### src/rtl/regfile_if.sv
// Bundle of write, dual-read and bulk-clear handshake signals for regfile.
// The control unit connects through master and the bank through slave.
interface regfile_if #(
  parameter int WIDTH = 8,
  parameter int DEPTH = 8
);
  localparam int AW = $clog2(DEPTH);

  logic             we;
  logic [AW-1:0]    waddr;
  logic [WIDTH-1:0] wdata;
  logic [AW-1:0]    raddr_a;
  logic [WIDTH-1:0] rdata_a;
  logic [AW-1:0]    raddr_b;
  logic [WIDTH-1:0] rdata_b;
  logic             clr_req;
  logic             clr_busy;
  logic             clr_done;

  modport master (
    output we, waddr, wdata, raddr_a, raddr_b, clr_req,
    input  rdata_a, rdata_b, clr_busy, clr_done
  );

  modport slave (
    input  we, waddr, wdata, raddr_a, raddr_b, clr_req,
    output rdata_a, rdata_b, clr_busy, clr_done
  );
endinterface

### src/rtl/regfile.sv
// Register bank with one synchronous write port, two combinational read ports,
// optional write bypass and hardwired zero register, and a sequenced bulk clear.
module regfile #(
  parameter int WIDTH    = 8,
  parameter int DEPTH    = 8,
  parameter int ZERO_REG = 0,
  parameter int BYPASS   = 1
) (
  input  logic      clk,
  input  logic      rst,
  regfile_if.slave  bus
);
  localparam int AW = $clog2(DEPTH);
  localparam logic [AW-1:0] LAST_IDX = AW'(DEPTH - 1);

  typedef enum logic [1:0] {
    ST_IDLE,
    ST_CLEAR,
    ST_DONE
  } state_e;

  state_e           state_q, state_d;
  logic [AW-1:0]    idx_q, idx_d;
  logic [WIDTH-1:0] mem_q [DEPTH];
  logic [WIDTH-1:0] mem_d [DEPTH];

  logic write_ok;
  logic fwd_ok;

  // Writes are locked out only in CLEAR; DONE already accepts them.
  assign write_ok = bus.we && (state_q != ST_CLEAR)
                    && !((ZERO_REG != 0) && (bus.waddr == '0));
  assign fwd_ok   = (BYPASS != 0) && bus.we && (state_q != ST_CLEAR);

  always_comb begin
    state_d = state_q;
    idx_d   = idx_q;
    case (state_q)
      ST_IDLE: begin
        if (bus.clr_req) begin
          state_d = ST_CLEAR;
          idx_d   = '0;
        end
      end
      ST_CLEAR: begin
        idx_d = idx_q + 1'b1;
        if (idx_q == LAST_IDX) begin
          state_d = ST_DONE;
        end
      end
      ST_DONE: begin
        state_d = ST_IDLE;
      end
      default: begin
        state_d = ST_IDLE;
        idx_d   = '0;
      end
    endcase
  end

  always_comb begin
    mem_d = mem_q;
    if (state_q == ST_CLEAR) begin
      mem_d[idx_q] = '0;
    end else if (write_ok) begin
      mem_d[bus.waddr] = bus.wdata;
    end
  end

  always_ff @(posedge clk or posedge rst) begin
    if (rst) begin
      state_q <= ST_IDLE;
      idx_q   <= '0;
      for (int unsigned i = 0; i < DEPTH; i++) begin
        mem_q[i] <= '0;
      end
    end else begin
      state_q <= state_d;
      idx_q   <= idx_d;
      for (int unsigned i = 0; i < DEPTH; i++) begin
        mem_q[i] <= mem_d[i];
      end
    end
  end

  // Zero-register override is applied last so it also masks the bypass path.
  always_comb begin
    bus.rdata_a = mem_q[bus.raddr_a];
    if (fwd_ok && (bus.waddr == bus.raddr_a)) begin
      bus.rdata_a = bus.wdata;
    end
    if ((ZERO_REG != 0) && (bus.raddr_a == '0)) begin
      bus.rdata_a = '0;
    end
  end

  always_comb begin
    bus.rdata_b = mem_q[bus.raddr_b];
    if (fwd_ok && (bus.waddr == bus.raddr_b)) begin
      bus.rdata_b = bus.wdata;
    end
    if ((ZERO_REG != 0) && (bus.raddr_b == '0)) begin
      bus.rdata_b = '0;
    end
  end

  assign bus.clr_busy = (state_q == ST_CLEAR);
  assign bus.clr_done = (state_q == ST_DONE);

endmodule

### src/flat_wrapper.sv
// flat-port wrapper written by rule: the top's interface ports become plain ports
module regfile_flat 
#(
  parameter int WIDTH    = 8,
  parameter int DEPTH    = 8,
  parameter int ZERO_REG = 0,
  parameter int BYPASS   = 1
)
  (clk, rst, bus_we, bus_waddr, bus_wdata, bus_raddr_a, bus_raddr_b, bus_clr_req, bus_rdata_a, bus_rdata_b, bus_clr_busy, bus_clr_done);
  regfile_if #(.WIDTH(WIDTH), .DEPTH(DEPTH)) bus_i ();
  input  logic clk;
  input  logic rst;
  input wire logic [$bits(bus_i.we)-1:0] bus_we;
  input wire logic [$bits(bus_i.waddr)-1:0] bus_waddr;
  input wire logic [$bits(bus_i.wdata)-1:0] bus_wdata;
  input wire logic [$bits(bus_i.raddr_a)-1:0] bus_raddr_a;
  input wire logic [$bits(bus_i.raddr_b)-1:0] bus_raddr_b;
  input wire logic [$bits(bus_i.clr_req)-1:0] bus_clr_req;
  output wire logic [$bits(bus_i.rdata_a)-1:0] bus_rdata_a;
  output wire logic [$bits(bus_i.rdata_b)-1:0] bus_rdata_b;
  output wire logic [$bits(bus_i.clr_busy)-1:0] bus_clr_busy;
  output wire logic [$bits(bus_i.clr_done)-1:0] bus_clr_done;
  assign bus_i.we = bus_we;
  assign bus_i.waddr = bus_waddr;
  assign bus_i.wdata = bus_wdata;
  assign bus_i.raddr_a = bus_raddr_a;
  assign bus_i.raddr_b = bus_raddr_b;
  assign bus_i.clr_req = bus_clr_req;
  assign bus_rdata_a = bus_i.rdata_a;
  assign bus_rdata_b = bus_i.rdata_b;
  assign bus_clr_busy = bus_i.clr_busy;
  assign bus_clr_done = bus_i.clr_done;
  regfile #(.WIDTH(WIDTH), .DEPTH(DEPTH), .ZERO_REG(ZERO_REG), .BYPASS(BYPASS)) u_core (.clk(clk), .rst(rst), .bus(bus_i));
endmodule
### config.mk
export PLATFORM = sky130hd
export DESIGN_NAME = regfile_flat
export DESIGN_NICKNAME = d
export VERILOG_FILES = /design/src/rtl/regfile_if.sv /design/src/rtl/regfile.sv /design/src/flat_wrapper.sv
export SDC_FILE = /design/constraint.sdc
export NUM_CORES = 1
export LEC_CHECK = 0
export ABC_AREA = 1
export CORE_ASPECT_RATIO = 0.7
export CORE_MARGIN = 4
export CORE_UTILIZATION = 42
export DETAILED_ROUTE_END_ITERATION = 7
export PLACE_DENSITY_LB_ADDON = 0.05
export SYNTH_ARGS = -nofsm -noshare
export SYNTH_HDL_FRONTEND = slang
export SYNTH_SLANG_ARGS = --single-unit
### constraint.sdc
create_clock -name clk -period 2.2 [get_ports clk]
set_input_delay 0.22 -clock clk [delete_from_list [all_inputs] [get_ports clk]]
set_output_delay 0.22 -clock clk [all_outputs]
set_load 0.01 [all_outputs]
==> results.py <==
metrics = {
    "worst_setup_path": {
        "timing.reg2reg.setup_slack_ns": 0.57,
        "slowest_cell_on_the_critical_path": "sky130_fd_sc_hd__clkdlybuf4s50_1",
        "arrival_ns": 1.89,
        "end_kind": "output pin",
        "path_cells": "clkdlybuf4s50_1, buf_4, nand2_1, nand2_1, nor2_4, nand2_2, inv_4, buf_4, buf_4, nand2_1, nand2_1, clkdlybuf4s15_1",
        "worst_r2r_path_depth": 7,
        "timing.critical_path.mode_cell": "sky130_fd_sc_hd__nand2_1",
        "cp_slowest_stage_delay_ns": 0.44,
        "critical_path.reg2reg.startpoint": "u_core.state_q[1]",
        "worst_r2r_endpoint": "u_core.mem_q[56]",
        "critical_path.max_fanout": 6,
        "crit_type": "in2out",
        "worstSetupStartpointType": "input port",
        "worst-endpoint-required_ns": 1.98,
    },
    "yosys": {
        "synth.ff_latch_count": 69,
        "syn-num-nets": 680,
        "postSynthAreaPerCell_um2": 6.63,
        "synth_sequential_area_ratio": 0.397,
        "netlist_area_mm2": 0.00435,
        "ys_warn_count": 0,
        "post_synth_main_area_contributors": "sky130_fd_sc_hd__dfrtp_1 40%, sky130_fd_sc_hd__nand2_1 19%, sky130_fd_sc_hd__nand3_1 17%, sky130_fd_sc_hd__inv_1 7.2%, sky130_fd_sc_hd__o21ai_0 4.3%",
        "netlist_instances": 657,
        "synthDistinctLibCells": 23,
        "synth_area_leader_cell": "sky130_fd_sc_hd__dfrtp_1",
        "netlist.area_leader.share": 0.397,
    },
    "power": {
        "power.ir.vdd_worst_uv": 571,
        "p_per_area_mw_per_mm2": 1040,
        "cellLeakagePower_nw": 2.91,
    },
    "timing": {
        "fin_skew_ns": 0.00563,
        "unrepaired_setup_endpoints_after_global_routing": "false",
        "max_slew_margin": 0.638,
        "timing.hold.ws_ns": 0.227,
        "layout_setup_ws_ns": 0.0908,
        "finalCritPeriodShare": 0.959,
        "period_minus_slack_ns": 2.11,
        "final_setup_vio_count": 0,
        "timing.final.hold_violations": 0,
        "finalMaxSlewViolations": 0,
        "fmax_ghz": 0.474,
        "tightest_slew_ns": 0.541,
    },
    "detailed_routing": {
        "wl_per_cell_um": 18.4,
        "vias_cell": 5.56,
        "drtIter0Drc": 627,
        "num_vias": 4789,
        "totalWireLength_mm": 15.8,
        "drcViolationCount": 0,
        "post_drt_antenna_nets": 0,
        "detail_route.first_pass.iterations": 5,
    },
    "final_layout": {
        "design.final.nets": 752,
        "num_antenna_cells": 0,
        "commonest_cells_after_routing_fill_and_taps_aside": "218 x sky130_fd_sc_hd__nand2_1, 149 x sky130_fd_sc_hd__nand3_1, 81 x sky130_fd_sc_hd__inv_1",
        "final_cell_count_no_fill": 862,
        "fin_util": 0.556,
        "synthToLayoutAreaGrowth_pct": 26.6,
        "layout_cell_share_with_drive_strength_beyond_1": 0.136,
        "final_common_cell": "sky130_fd_sc_hd__nand2_1",
        "fill_cells": 993,
    },
    "floorplanning": {
        "die_area_mm2": 0.0121,
        "ports_placed_on_the_boundary": 39,
        "std_cell_rows": 30,
        "dieWidth_um": 130,
        "die_y_um": 93.2,
        "core_area_mm2": 0.00991,
        "initial_utilization": 0.439,
    },
    "cts": {
        "clkLatencyLatePin_ns": 0.34,
        "cts-hold-fix-buffers": 0,
        "ctsRootBufferMaster": "sky130_fd_sc_hd__clkbuf_16",
        "cts_buffer_count": 9,
        "htree_num_levels": 3,
        "cts_sinks": 69,
        "clkSlewWorstSetupHoldPaths_ns": 0.07,
        "cts_tree": "built",
        "clock_path_buffers": 2,
    },
    "grt": {
        "antenna_found_initial": 0,
        "grt_start_max_net_pins": 28,
        "grt_pass1_vias": 4670,
        "grt.overflow.total": 0,
        "track_usage": 0.276,
        "grt_pass1_wl_mm": 25.3,
    },
    "placed_design": {
        "portBuffers": 38,
        "placed_cells_incl_taps": 840,
        "detailedPlacementHpwl_mm": 11.9,
        "place_worst_setup_slack_ns": -0.135,
        "globalplace.congestion": 0.942,
    },
    "run": {
        "drv.max_cap_violation_count": 0,
    },
    "worst_hold_path": {
        "hold_class": "in2async",
    },
    "status": {
        "run_status": "complete, no violations",
    },
}
## final cells by class
cell class | instances | area [um2] | area share
clock buffers | 10 | 239 | 0.0434
inverters | 94 | 360 | 0.0654
flip-flops and latches | 69 | 1730 | 0.314
repair buffers | 87 | 790 | 0.143
well taps | 128 | 160 | 0.0291
multi-input cells | 468 | 2170 | 0.393
clock inverters | 6 | 68.8 | 0.0125
## power by group
part           switching (mW)  leakage, nW  internal, mW
combinational            1.43         1.82         0.777
clock                   0.602        0.149         0.917
sequential              0.254        0.937          1.72
## flip-flops by register name, summed over array words and instances, names as in the netlist
signal	cells
u_core.mem_q	64
u_core.idx_q	3
u_core.state_q	2
## Yosys cell counts
| cell | number |
|---|---|
| sky130_fd_sc_hd__nor2_4 | 1 |
| sky130_fd_sc_hd__buf_6 | 2 |
| sky130_fd_sc_hd__a211oi_1 | 1 |
| sky130_fd_sc_hd__nand2_4 | 2 |
| sky130_fd_sc_hd__buf_2 | 17 |
| sky130_fd_sc_hd__inv_2 | 9 |
| sky130_fd_sc_hd__nor2_1 | 17 |
| sky130_fd_sc_hd__o21ai_1 | 18 |
| sky130_fd_sc_hd__nor3_1 | 1 |
| sky130_fd_sc_hd__clkbuf_1 | 5 |
| sky130_fd_sc_hd__o21ai_0 | 37 |
| sky130_fd_sc_hd__nor3_2 | 1 |
| sky130_fd_sc_hd__o22ai_1 | 8 |
| sky130_fd_sc_hd__buf_1 | 2 |
| sky130_fd_sc_hd__nand2_2 | 5 |
| sky130_fd_sc_hd__inv_4 | 1 |
| sky130_fd_sc_hd__dfrtp_1 | 69 |
| sky130_fd_sc_hd__nand2_1 | 218 |
| sky130_fd_sc_hd__inv_1 | 84 |
| sky130_fd_sc_hd__ha_1 | 2 |
| sky130_fd_sc_hd__o21ai_2 | 6 |
| sky130_fd_sc_hd__nand3_2 | 2 |
| sky130_fd_sc_hd__nand3_1 | 149 |
## kinds of logic after synthesis
| kind of cell | count (synthesis) | share of synthesized area |
|---|---|---|
| adders and majority gates | 2 | 0.00575 |
| and+or+nand+nor | 396 | 0.397 |
| AOI/OAI and AO/OA | 70 | 0.0885 |
| DFF | 69 | 0.397 |
| buffers and inverters | 120 | 0.112 |
## routing by layer
metal	vias to the layer above	wire, um	track usage
met5	-	0	0
met4	0	363	0.0900
met3	37	1450	0.0405
met2	247	6940	0.426
met1	2261	7070	0.396
li1	2244	-	-
## critical path, delay by kind of cell
family	cells	cell delay [ns]
buffers and inverters	6	1.18
AND/OR/NAND/NOR	6	0.48
## how the worst max path moves through the flow
stage                            from  slack, ns              end
CTS                 u_core.state_q[0]       0.01   bus_rdata_a[2]
global placement         bus_waddr[2]      -0.13   bus_rdata_b[4]
floorplan                         rst       0.24  u_core.idx_q[0]
finish                   bus_waddr[2]       0.09   bus_rdata_b[4]
global route             bus_waddr[2]      0.006   bus_rdata_b[4]
detailed placement     bus_raddr_a[1]      -0.13   bus_rdata_a[4]
## timing repair
action / CTS / global route
hold endpoints to repair: 0 / 0
setup endpoints to repair: 16 / 3
cloned: 1 / 0
pin swaps: 2 / 1
resized for setup: 29 / 10
buffers inserted: 5 / 0
## through the flow
stage	instance area (um2)	TNS [ns]	power [mW]
6_report	5510	0	5.71
5_1_grt	5510	0	6.13
4_1_cts	5490	0	5.72
3_5_place_dp	5130	-1.78	4.19
3_3_place_gp	5130	-1.50	4.14
2_1_floorplan	4350	0	3.32
(Power assumes the default switching activity.)
